[src/rtl/pipe_stage_ctrl.sv]
// Pipeline-register controller: owns PC and the IF/ID .. MEM/WB stage registers,
// applying per-stage holds, bubble insertion and taken-branch flushes.
module pipe_stage_ctrl #(
  parameter int unsigned         XLEN     = 32,
  parameter logic [XLEN-1:0]     RESET_PC = '0,
  parameter logic [XLEN-1:0]     NOP      = XLEN'(32'h0000_0013)
) (
  input  logic            i_clk,
  input  logic            i_rst,
  input  logic [4:0]      halt,
  input  logic            taken_branch,
  input  logic [XLEN-1:0] branch_target,
  input  logic [XLEN-1:0] if_instr,
  output logic [XLEN-1:0] pc,
  output logic [XLEN-1:0] if_id_instr,
  output logic [XLEN-1:0] id_ex_instr,
  output logic [XLEN-1:0] ex_mem_instr,
  output logic [XLEN-1:0] mem_wb_instr,
  output logic [XLEN-1:0] if_id_pc,
  output logic [XLEN-1:0] id_ex_pc,
  output logic [XLEN-1:0] ex_mem_pc,
  output logic [XLEN-1:0] mem_wb_pc,
  output logic            if_id_valid,
  output logic            id_ex_valid,
  output logic            ex_mem_valid,
  output logic            mem_wb_valid,
  output logic [15:0]     stall_count,
  output logic [15:0]     flush_count
);

  localparam int unsigned CNT_W = 16;
  localparam logic [CNT_W-1:0] CNT_MAX = '1;

  typedef struct packed {
    logic [XLEN-1:0] instr;
    logic [XLEN-1:0] pc;
    logic            valid;
  } stage_t;

  localparam stage_t BUBBLE = '{instr: NOP, pc: '0, valid: 1'b0};

  // Index matches the halt bit: 3=IF/ID, 2=ID/EX, 1=EX/MEM, 0=MEM/WB.
  stage_t            stage_q [4];
  stage_t            stage_d [4];
  logic [XLEN-1:0]   pc_q, pc_d;
  logic [CNT_W-1:0]  stall_q, stall_d;
  logic [CNT_W-1:0]  flush_q, flush_d;
  logic [4:0]        h;
  logic              flush;
  stage_t            fetch;

  // Effective holds, flush decision and next value of every pipeline register.
  always_comb begin
    h[0] = halt[0];
    h[1] = |halt[1:0];
    h[2] = |halt[2:0];
    h[3] = |halt[3:0];
    h[4] = |halt[4:0];

    flush = taken_branch & ~h[2];
    fetch = '{instr: if_instr, pc: pc_q, valid: 1'b1};

    pc_d = pc_q;
    if (flush) begin
      pc_d = branch_target;
    end else if (!h[4]) begin
      pc_d = pc_q + XLEN'(4);
    end

    stage_d[3] = stage_q[3];
    if (!h[3]) stage_d[3] = h[4] ? BUBBLE : fetch;

    stage_d[2] = stage_q[2];
    if (!h[2]) stage_d[2] = h[3] ? BUBBLE : stage_q[3];

    stage_d[1] = stage_q[1];
    if (!h[1]) stage_d[1] = h[2] ? BUBBLE : stage_q[2];

    stage_d[0] = stage_q[0];
    if (!h[0]) stage_d[0] = h[1] ? BUBBLE : stage_q[1];

    // A flush kills the two wrong-path instructions behind the branch.
    if (flush) begin
      stage_d[3] = BUBBLE;
      stage_d[2] = BUBBLE;
    end

    stall_d = stall_q;
    if ((halt != 5'd0) && (stall_q != CNT_MAX)) stall_d = stall_q + CNT_W'(1);

    flush_d = flush_q;
    if (flush && (flush_q != CNT_MAX)) flush_d = flush_q + CNT_W'(1);
  end

  // State registers with asynchronous active-low reset.
  always_ff @(posedge i_clk or negedge i_rst) begin
    if (!i_rst) begin
      pc_q    <= RESET_PC;
      stall_q <= '0;
      flush_q <= '0;
      for (int i = 0; i < 4; i++) stage_q[i] <= BUBBLE;
    end else begin
      pc_q    <= pc_d;
      stall_q <= stall_d;
      flush_q <= flush_d;
      for (int i = 0; i < 4; i++) stage_q[i] <= stage_d[i];
    end
  end

  assign pc           = pc_q;
  assign if_id_instr  = stage_q[3].instr;
  assign id_ex_instr  = stage_q[2].instr;
  assign ex_mem_instr = stage_q[1].instr;
  assign mem_wb_instr = stage_q[0].instr;
  assign if_id_pc     = stage_q[3].pc;
  assign id_ex_pc     = stage_q[2].pc;
  assign ex_mem_pc    = stage_q[1].pc;
  assign mem_wb_pc    = stage_q[0].pc;
  assign if_id_valid  = stage_q[3].valid;
  assign id_ex_valid  = stage_q[2].valid;
  assign ex_mem_valid = stage_q[1].valid;
  assign mem_wb_valid = stage_q[0].valid;
  assign stall_count  = stall_q;
  assign flush_count  = flush_q;

endmodule

[config.mk]
export PLATFORM = sky130hd
export DESIGN_NAME = pipe_stage_ctrl
export DESIGN_NICKNAME = d
export VERILOG_FILES = /design/src/rtl/pipe_stage_ctrl.sv
export SDC_FILE = /design/constraint.sdc
export NUM_CORES = 1
export LEC_CHECK = 0
export CORE_MARGIN = 2
export CORE_UTILIZATION = 42
export DETAILED_ROUTE_END_ITERATION = 12
export GPL_ROUTABILITY_DRIVEN = 1
export PLACE_DENSITY = 0.76
export SLEW_MARGIN = 15
export SYNTH_ARGS = -nofsm -noshare
export SYNTH_HDL_FRONTEND = slang
export SYNTH_SLANG_ARGS = --single-unit
[constraint.sdc]
create_clock -name i_clk -period 1.7 [get_ports i_clk]
set_input_delay 0.17 -clock i_clk [delete_from_list [all_inputs] [get_ports i_clk]]
set_output_delay 0.17 -clock i_clk [all_outputs]
set_load 0.03 [all_outputs]
-- After elaboration in Yosys (flattened, before gate mapping)
Cells that the tools add are included.
- latch bits: 0
- RAM bits: 0
- output and inout bits: 324
- bits in registers: 324
- bits in read-only memories: 0
- memories kept: 0
- word-level logic and storage cells: 41
- input port bits: 72
- mux-type cells: 9
- bitwise gates (word level): 2
- reductions and logical operators: 7
- eq/ne operators: 5
- $mul: 0
- magnitude comparators: 0
- div/mod/pow operators: 0
- shift operators: 0
- add/subtract/negate cells: 3
- operators with widths (cell ; number):
    two-way mux 65 bit ; 6
    two-way mux 130 bit ; 1
    two-way mux 32 bit ; 2
    adder 16 x 1 -> 16 bit (second input constant) ; 2
    adder 32 x 3 -> 32 bit (second input constant) ; 1
    != test 16 bit (second input constant) ; 2
    != test 2 x 1 -> 1 bit (second input constant) ; 3
    nonzero test 5 bit ; 1
    OR reduction 5 bit ; 1
    OR reduction 4 bit ; 1
    OR reduction 3 bit ; 1
    logical AND 1 bit ; 2
    OR reduction 2 bit ; 1
    AND 1 bit ; 1
    NOT 1 bit ; 1

-- Depth between registers and ports, before layout
Gate-level depths: netlist of run 1.
- depth in word-level cells: 4
- depth in mapped cells: 8
- depth with buffers taken out: 6

-- Least setup slack after synthesis of run 1
No wires, ideal clock.
- path type: flip-flop to flip-flop
- from: reg pc_q[9], in the netlist pc[9]
- to: reg pc_q[29], in the netlist pc[29]
- required time: 1574 ps
- cell stages (with the launch flop): 7
- library setup time: 126 ps
- slack: -367 ps
- path buffers: 1
- data arrival time: 1942 ps
- period minus slack after synthesis: 2067 ps
- path through: dfrtp_1 > buf_2 > nand4_1 > nor4_1 > nand3_1 > mux2i_1 > a221o_1
- word-level cells in the longest chain between the ends: 3
- ends and longest elaborated chain (what ; line ; source):
    start: declaration ; 45 ; logic [XLEN-1:0] pc_q, pc_d;
    start signal: assignment ; 103 ; pc_q <= pc_d;
    adder 32 x 3 -> 32 bit ; 67 ; pc_d = pc_q + XLEN'(4);
    two-way mux 32 bit ; 66 ; end else if (!h[4]) begin
    two-way mux 32 bit ; 64 ; if (flush) begin
No other way between the ends. The select of a mux whose other input is x is not followed.
A chain may end at the register's enable or synchronous reset.

-- Worst setup path in the final report of run 1
- from: reg pc_q[10], in the netlist pc[10]
- to: reg pc_q[26], in the netlist pc[26]
The elaborated chain is that of the path after synthesis.

==> impl_metrics.env, run 1 <==
export IMPL_status="complete, but fails checks"
export IMPL_violations="negative setup slack"
export IMPL_htreeDepth=2
export IMPL_grt_max_degree=64
export IMPL_place_hpwl_mm=30.0
export IMPL_grt_setup_unrepaired="true"
export IMPL_path_clk_slew_ns=0.06
export IMPL_ios=396
export IMPL_synth_avg_cell_area_sq_um=13.5
export IMPL_grt_pass1_wl_mm=62.6
export IMPL_synth_cells=929
export IMPL_synth_distinct_cells=54
export IMPL_first_pass_iters=5
export IMPL_utilization_pct=63.7
export IMPL_antennaDiodeCount=0
export IMPL_track_usage_pct=25.9
export IMPL_synth_adder_area_share_pct=0.300
export IMPL_finalHoldViolCount=0
export IMPL_p_leak_nw=9.81
export IMPL_clock_latency_ns=0.51
export IMPL_worstHoldPathType="input pin to flop"
export IMPL_final_setup_viol_count=1
export IMPL_critPathArrivalTime_ns=2.13
export IMPL_drive_above_1_share_pct=18.2
export IMPL_ys_flop_type="dfrtp_1"
export IMPL_numClockSinks=324
export IMPL_grt_antenna_before_repair=0
export IMPL_cts_buffers=35
export IMPL_root_buffer="clkbuf_16"
export IMPL_overflow=0
export IMPL_worst_pin_slew_ns=0.616
export IMPL_maxSlewHeadroom_pct=59.0
export IMPL_fill_cells=2328
export IMPL_final_area_sq_um=18800
export IMPL_final_setup_skew_ns=0.0128
export IMPL_routed_wl_mm=41.1
export IMPL_synth_compound_area_share_pct=21.9
export IMPL_yosys_area_share_simple_pct=7.28
export IMPL_synth_top_family_by_area="compound AO/OA/AOI/OAI gates"
export IMPL_ys_seq_area_share_pct=64.9
export IMPL_core_sq_um=29500
export IMPL_rows=63
export IMPL_crit_type="flop to flop"
export IMPL_peakVddDrop_mv=0.964
export IMPL_start_util_pct=42.5
export IMPL_muxShareOfSynthArea_pct=0.340
export IMPL_cts_max_path_buffers=3
export IMPL_ys_seq_elements=324
export IMPL_dpl_instance_area_sq_um=17900
export IMPL_timing_final_ws_setup_ns=-0.0365
export IMPL_ant_nets=0
export IMPL_worstPathMaxFanout=6
export IMPL_crit_path_end_kind="flop"
export IMPL_critPathRequiredTime_ns=2.09
export IMPL_placement_io_buffers=395
export IMPL_vias=10400
export IMPL_synth_xor_area_share_pct=2.66
export IMPL_first_global_vias=10400
export IMPL_yosysWarningCount=0
export IMPL_design_die_area_sq_um=31200
export IMPL_syn_area_sq_um=12500
export IMPL_dieWidth_microns=177
export IMPL_slew_viol_final=0
export IMPL_power_density_nw_per_um2=1030
export IMPL_die_height_microns=177
export IMPL_fmax_mhz=576
export IMPL_wl_per_cell_microns=22.3
export IMPL_gp_congestion=0.886
export IMPL_async_reset_ff_share_pct=100
export IMPL_postSynthNetCount=1004
export IMPL_drtIter0Drc=747
export IMPL_min_period_ns=1.74
export IMPL_drv_cap=0
export IMPL_synth_edf_count=0
export IMPL_cts_tree="built"
export IMPL_drc=0
export IMPL_hold_ws_ns=0.212
export IMPL_layout_nets=1502
export IMPL_setup_worst_path_start_class="flop"
export IMPL_finalCritPeriodShare_pct=102
export IMPL_vias_per_cell=5.64
export IMPL_area_growth_pct=50.0
[layout make-up]
cell class,count,area [sq um],area share [%]
multi-input cells,533,4230,22.5
repair buffers,531,4860,25.9
flip-flops and latches,324,8150,43.4
well taps,390,488,2.60
clock buffers,47,961,5.12
clock inverters,15,86.3,0.460
inverters,2,7.51,0.0400
[critical path, stage by stage, from the launching register on]
cell     delay, ns
dfrtp_2       0.36
nand4_1       0.12
buf_6         0.16
nor3_4        0.26
nand4_1       0.20
a21o_1        0.22
a221o_1       0.28
[state kept, by name (all words and copies together), names as in the netlist]
register / flops
ex_mem_pc: 32
ex_mem_valid: 1
ex_mem_instr: 32
id_ex_pc: 32
if_id_instr: 32
stall_count: 16
id_ex_instr: 32
mem_wb_instr: 32
id_ex_valid: 1
if_id_valid: 1
mem_wb_pc: 32
if_id_pc: 32
pc: 32
mem_wb_valid: 1
flush_count: 16
[layout by cell type (no fill, tap or decap), drive strengths merged, types with 3 or more instances in the layout]
| cell | netlist | routed |
|---|---|---|
| dlygate4sd2 | 0 | 322 |
| dfrtp | 312 | 312 |
| a22o | 248 | 248 |
| buf | 27 | 136 |
| clkdlybuf4s50 | 0 | 69 |
| clkbuf | 43 | 48 |
| nand2 | 44 | 44 |
| xnor2 | 28 | 28 |
| nor2 | 25 | 25 |
| nand3 | 22 | 22 |
| nand4 | 20 | 20 |
| o21ai | 20 | 20 |
| nor3 | 15 | 15 |
| and3 | 14 | 14 |
| a22oi | 12 | 12 |
| clkinv | 0 | 12 |
| dfstp | 12 | 12 |
| xor2 | 10 | 10 |
| o22a | 9 | 9 |
| and4 | 8 | 8 |
| a21oi | 5 | 5 |
| inv | 2 | 5 |
| o22ai | 4 | 4 |
| a311oi | 4 | 4 |
| or3 | 4 | 4 |
| a31oi | 4 | 4 |
| a21o | 3 | 3 |
| a221o | 3 | 3 |
| a211oi | 3 | 3 |
| o311ai | 3 | 3 |
| nor4 | 3 | 3 |
| ha | 3 | 3 |
[through the flow]
step / total power, mW / TNS (ns) / worst slack [ns] / std cells
6_report: 19.3 / -0.0365 / -0.0365 / 1842
5_1_grt: 20.1 / -0.417 / -0.0911 / 1842
4_1_cts: 19.4 / -0.130 / -0.0491 / 1830
3_5_place_dp: 12.7 / -96.36 / -0.542 / 1767
3_3_place_gp: 12.6 / -89.81 / -0.517 / 1767
2_1_floorplan: 10.6 / -0.749 / -0.182 / 929
[cells in the mapped netlist (12+ instances only)]
library cell / instances / area (sq um)
nor2_1: 24 / 90.1
buf_2: 12 / 60.1
a22o_1: 248 / 2170
nand4_1: 19 / 119
dfstp_2: 12 / 315
nand2_1: 44 / 165
clkbuf_1: 43 / 161
dfrtp_1: 312 / 7810
o21ai_0: 19 / 95.1
nor3_1: 12 / 60.1
a22oi_1: 12 / 90.1
xnor2_1: 28 / 245
nand3_1: 22 / 110
and3_1: 13 / 81.3
[cell families after synthesis]
group | Yosys count
buf+inv | 72
simple gates | 162
compound gates | 326
fa+ha+maj | 3
flops | 324
mux | 4
xor+xnor | 38
[what timing repair did]
item,CTS,global route
cloned,0,1
hold buffers,1,0
endpoints found under the hold margin,55,0
setup buffers,0,11
resized for setup,328,28
pin swaps,5,20
endpoints found under the setup margin,335,46
[layer usage]
metal | global-route usage, % | part of all wire [%]
met1 | 33.5 | 40
met2 | 43.3 | 49
met3 | 4.70 | 6.6
met4 | 10.6 | 4.1
met5 | 0 | 0
[power by group]
group          switching [mW]  internal, mW  total, mW
combinational            2.21          1.38       3.59
clock                    3.05          3.99       7.04
sequential              0.466          8.22       8.69
[path summary, 6_finish.rpt]
check | slack [ns] | from | cells after the start | to
min in group asynchronous | 0.23 | i_rst | 2 | if_id_instr[6]
setup / recovery | -0.04 | pc[10] | 6 | pc[26]
hold reg to reg | 0.47 | stall_count[5] | 1 | stall_count[5]
max in group asynchronous | 0.74 | i_rst | 3 | pc[5]
setup reg to reg | -0.04 | pc[10] | 6 | pc[26]
hold / removal | 0.21 | branch_target[0] | 3 | pc[0]
(Power assumes the default switching activity.)
==> inputs of run 2 (changes only) <==
CORE_MARGIN = default   (was 2)
CORE_UTILIZATION = 35   (was 42)
PLACE_DENSITY = 0.66   (was 0.76)
SLEW_MARGIN = 30   (was 15)
==> run 2 against run 1 <==
The run still ends with negative setup slack left. Sequential cell count unchanged. Sequential power about the same. Hold slack got worse by 0.074 ns. Sequential share of layout area down 0.31 points. Die area grew 17%. Worst setup slack better by 0.017 ns. Core utilization down 9.5 points. Critical path depth did not move. Clock power increased by 14%. Routed wire length up 2.2%.
==> impl_metrics.env, run 2 (same netlist as run 1, synthesis figures left out) <==
export IMPL_fmax_mhz=581
export IMPL_vias_per_cell=5.31
export IMPL_rows=68
export IMPL_place_hpwl_mm=30.6
export IMPL_crit_type="flop to flop"
export IMPL_violations="negative setup slack"
export IMPL_cts_max_path_buffers=3
export IMPL_crit_buf_inv=0
export IMPL_root_buffer="clkbuf_16"
export IMPL_power_density_nw_per_um2=1070
export IMPL_final_setup_viol_count=1
export IMPL_status="complete, but fails checks"
export IMPL_grt_pass1_wl_mm=63.9
export IMPL_cts_tree="built"
export IMPL_grt_setup_unrepaired="true"
export IMPL_total_power_mw=20.3
export IMPL_numClockSinks=324
export IMPL_vias=10100
export IMPL_grt_max_degree=68
export IMPL_finalCritPeriodShare_pct=101
export IMPL_mostFrequentLayoutCells="322 x dlygate4sd2_1, 290 x dfrtp_1, 248 x a22o_1, 111 x buf_4, 68 x clkdlybuf4s50_1"
export IMPL_first_pass_iters=5
export IMPL_area_growth_pct=51.1
export IMPL_first_global_vias=10300
export IMPL_start_util_pct=35.9
export IMPL_design_die_area_sq_um=36500
export IMPL_path_cells="ha_4 -> nand2_2 -> nor3_4 -> nand4_1 -> a21o_1 -> a221o_1"
export IMPL_final_setup_skew_ns=0.00898
export IMPL_hold_ws_ns=0.137
export IMPL_core_sq_um=34900
export IMPL_critical_path_slowest_cell="dfrtp_2"
export IMPL_routed_wl_mm=42.0
export IMPL_setup_worst_path_start_class="flop"
export IMPL_fin_setup_tns_ns=-0.0200
export IMPL_critPathRequiredTime_ns=2.10
export IMPL_final_common_cell="dlygate4sd2_1"
export IMPL_drv_cap=0
export IMPL_critPathArrivalTime_ns=2.12
export IMPL_placement_io_buffers=395
export IMPL_worstHoldPathType="input pin to asynchronous set/reset pin"
export IMPL_ant_nets=0
export IMPL_ios=396
export IMPL_layout_nets=1499
export IMPL_peakVddDrop_mv=1.05
export IMPL_drive_above_1_share_pct=17.7
export IMPL_slew_viol_final=0
export IMPL_worstPathMaxFanout=4
export IMPL_drtIter0Drc=561
export IMPL_p_leak_nw=9.81
export IMPL_clock_latency_ns=0.51
export IMPL_cp_top_family="simple AND/OR/NAND/NOR gates"
export IMPL_path_clk_slew_ns=0.06
export IMPL_gp_congestion=0.872
export IMPL_utilization_pct=54.2
export IMPL_path_depth=6
export IMPL_wl_per_cell_microns=22.0
export IMPL_cpPeakStageDelay_ns=0.42
export IMPL_min_period_ns=1.72
export IMPL_die_height_microns=191
export IMPL_grt_antenna_before_repair=3
export IMPL_crit_path_end_kind="flop"
export IMPL_maxSlewHeadroom_pct=60.7
export IMPL_r2r_cells=6
export IMPL_finalHoldViolCount=0
export IMPL_timing_final_ws_setup_ns=-0.0200
export IMPL_cts_buffers=38
export IMPL_track_usage_pct=22.7
export IMPL_htreeDepth=2
export IMPL_worst_pin_slew_ns=0.590
export IMPL_drc=0
export IMPL_dieWidth_microns=191
export IMPL_overflow=0
[run 2: path summary, 6_finish.rpt]
kind	start	endpoint	slack, ns
worst max-delay path	pc[2]	pc[26]	-0.02
worst min-delay path	i_rst	mem_wb_instr[12]	0.14
worst max register to register	pc[2]	pc[26]	-0.02
worst min register to register	stall_count[5]	stall_count[5]	0.47
max in group asynchronous	i_rst	id_ex_instr[4]	0.84
min in group i_clk	branch_target[1]	pc[1]	0.22
[run 2: worst reg2reg max path, cell delays in order, from the launching register on]
cell	delay, ns
dfrtp_2	0.42
ha_4	0.15
nand2_2	0.08
nor3_4	0.29
nand4_1	0.19
a21o_1	0.19
a221o_1	0.28
[run 2: layout make-up]
cell class	count	area (sq um)
clock buffer	57	1120
sequential	324	8150
antenna	2	5.00
multi-input combinational	533	4200
clock inverter	11	119
inverter	2	7.51
tap	455	569
fill	3105	16000
timing repair buffer	525	4730
[run 2: per-layer routing]
metal,up-vias,global-route usage [%],part of all wire [%]
li1,4586,-,-
met1,5136,30.4,44
met2,338,36.6,47
met3,83,4.52,5.9
met4,0,8.27,3.2
met5,-,0,0
[run 2: repair_timing]
| action | in CTS | in global routing |
|---|---|---|
| endpoints found under the setup margin | 341 | 26 |
| gates resized for setup | 330 | 18 |
| pin swaps | 5 | 8 |
| hold endpoints to repair | 312 | 0 |
| buffers inserted | 2 | 2 |
| hold buffers | 1 | 0 |
[run 2: through the flow]
stage               instance area (sq um)  std cells  setup slack, ns
finish                              18900       1909          -0.0200
floorplan                           12600        929           -0.182
global route                        18900       1909          -0.0806
CTS                                 18900       1905         -0.00622
global placement                    18000       1834           -0.604
detailed placement                  18000       1834           -0.626
[run 2: power breakdown]
group	total (mW)	leakage (nW)	switching, mW	internal (mW)
registers	8.70	4.32	0.472	8.22
clock network	8.03	0.611	3.15	4.88
logic	3.54	4.88	2.18	1.36
total	20.3	9.81	5.80	14.5
==> inputs of run 3 (changes only) <==
--- a/config.mk
+++ b/config.mk
@@ -8,2 +8,3 @@
 export CORE_UTILIZATION = 35
+export CTS_BUF_LIST = sky130_fd_sc_hd__clkbuf_4 sky130_fd_sc_hd__clkbuf_8
 export DETAILED_ROUTE_END_ITERATION = 12
--- a/constraint.sdc
+++ b/constraint.sdc
@@ -3,2 +3,2 @@
 set_output_delay 0.17 -clock i_clk [all_outputs]
-set_load 0.03 [all_outputs]
+set_load 0.05 [all_outputs]
==> run 3 against run 2 <==
The flow still finishes with violations (negative setup slack). Via count increased by 2.1%. Core utilization down 0.40 points. Clock skew up 0.0041 ns. Sequential cell count unchanged. Routed wire length is 0.99% lower. Sequential power barely moved. Count of clock-buffer cells in the layout up 35. Critical path depth unchanged. Non-clock buffer count up 14. Total power up 3.3%. Critical path type unchanged.
==> impl_metrics.env, run 3 (same netlist as run 1, synthesis figures left out) <==
export IMPL_grt_max_degree=67
export IMPL_overflow=0
export IMPL_rows=68
export IMPL_r2r_start="pc[2]"
export IMPL_timing_final_ws_setup_ns=-0.0312
export IMPL_antennaDiodeCount=0
export IMPL_min_period_ns=1.73
export IMPL_place_ws_ns=-0.451
export IMPL_track_usage_pct=22.4
export IMPL_final_setup_skew_ns=0.0130
export IMPL_final_area_sq_um=18800
export IMPL_crit_path_end_kind="flop"
export IMPL_status="complete, but fails checks"
export IMPL_crit_type="flop to flop"
export IMPL_design_die_area_sq_um=36500
export IMPL_power_density_nw_per_um2=1120
export IMPL_grt_setup_unrepaired="true"
export IMPL_critPathArrivalTime_ns=2.21
export IMPL_mostFrequentLayoutCells="386 x buf_4, 275 x dfrtp_1, 248 x a22o_1, 71 x clkbuf_8, 69 x clkdlybuf4s50_1"
export IMPL_vias=10400
export IMPL_maxSlewHeadroom_pct=63.5
export IMPL_slew_viol_final=0
export IMPL_rrSetupSlack_ns=-0.03
export IMPL_cts_buffers=55
export IMPL_finalHoldViolCount=0
export IMPL_r2r_cells=6
export IMPL_total_power_mw=20.9
export IMPL_worstPathMaxFanout=4
export IMPL_critPathRequiredTime_ns=2.17
export IMPL_dieWidth_microns=191
export IMPL_utilization_pct=53.8
export IMPL_root_buffer="clkbuf_8"
export IMPL_start_util_pct=35.9
export IMPL_worstHoldPathType="input pin to asynchronous set/reset pin"
export IMPL_routed_wl_mm=41.6
export IMPL_drv_cap=0
export IMPL_numClockSinks=324
export IMPL_die_height_microns=191
export IMPL_first_pass_iters=4
export IMPL_dp_cells=1835
export IMPL_vias_per_cell=5.29
export IMPL_crit_start="pc[2]"
export IMPL_first_global_vias=10300
export IMPL_finalCritPeriodShare_pct=102
export IMPL_gp_congestion=0.849
export IMPL_ant_nets=0
export IMPL_fin_cells=1955
export IMPL_wl_per_cell_microns=21.3
export IMPL_violations="negative setup slack"
export IMPL_setup_worst_path_start_class="flop"
export IMPL_core_sq_um=34900
export IMPL_final_common_cell="buf_4"
export IMPL_layout_nets=1530
export IMPL_path_clk_slew_ns=0.06
export IMPL_area_growth_pct=49.9
export IMPL_dpl_instance_area_sq_um=17400
export IMPL_fmax_mhz=578
export IMPL_placement_io_buffers=395
export IMPL_p_leak_nw=9.25
export IMPL_worst_pin_slew_ns=0.547
export IMPL_drc=0
export IMPL_clock_latency_ns=0.60
export IMPL_grt_antenna_before_repair=2
export IMPL_htreeDepth=2
export IMPL_cts_max_path_buffers=3
export IMPL_r2r_end="pc[26]"
export IMPL_ios=396
export IMPL_peakVddDrop_mv=1.34
export IMPL_cts_tree="built"
export IMPL_fill_cells=3017
export IMPL_final_setup_viol_count=3
export IMPL_place_hpwl_mm=30.7
export IMPL_drtIter0Drc=503
export IMPL_drive_above_1_share_pct=41.3
export IMPL_grt_pass1_wl_mm=62.8
-- run 3: changes by cell type in the layout (fill, tap and decap cells not counted), sizes merged --
cell and delta:
dlygate4sd2 -303, buf +281, clkbuf +48, clkdlybuf4s15 +22
diode -2, clkdlybuf4s50 +1, inv -1
-- run 3: worst max-delay path by stage --
stage | endpoint | slack [ns] | cells past startpoint
after floorplan | pc[30] | -0.29 | 6
after global placement | flush_count[9] | -0.43 | 8
after detailed placement | flush_count[7] | -0.45 | 8
after CTS | pc[26] | -0.04 | 6
after global routing | pc[27] | -0.15 | 8
final | pc[26] | -0.03 | 6
-- run 3: layout make-up --
class	count	area (sq um)	share of cell area [%]
multi-input cells	533	4210	22.5
clock buffers	92	1130	6.05
clock inverters	10	106	0.567
inverters	2	7.51	0.0400
repair buffers	539	4570	24.3
flip-flops and latches	324	8170	43.5
well taps	455	569	3.03
-- run 3: power by group --
part | switching (mW) | leakage [nW] | total, mW | internal (mW)
registers | 0.485 | 4.30 | 8.72 | 8.24
clock network | 3.14 | 0.664 | 7.64 | 4.50
logic | 2.95 | 4.29 | 4.57 | 1.62
total | 6.58 | 9.25 | 20.9 | 14.4
-- run 3: repair_timing --
item                                    in CTS  in global routing
hold buffers                                 1                  0
pin swaps                                    7                 19
endpoints found under the hold margin      314                  0
setup buffers                                5                 13
endpoints found under the setup margin      62                 42
resized for setup                           98                 31
-- run 3: stage by stage --
step,hold WS (ns),TNS (ns)
2_1_floorplan,-0.126,-2.04
3_3_place_gp,0.0948,-81.82
3_5_place_dp,0.103,-85.76
4_1_cts,0.0610,-0.0635
5_1_grt,0.0881,-0.949
6_report,0.0717,-0.0418
-- run 3: critical path, cell delays in order, from the launching register on --
cell and delay, ns:
dfrtp_2 0.41, ha_4 0.16, nand2_4 0.07, nor3_4 0.28, nand4_1 0.21, a21o_1 0.20
a221o_1 0.28
-- run 3: metal layers --
layer,share of wire [%],wire length (microns),GRT usage [%],vias up
met4,2.6,1070,7.14,2
met2,48,19800,35.9,362
met5,0.026,11,0,-
li1,-,-,-,4654
met3,7.2,3010,5.51,76
met1,42,17600,29.8,5257
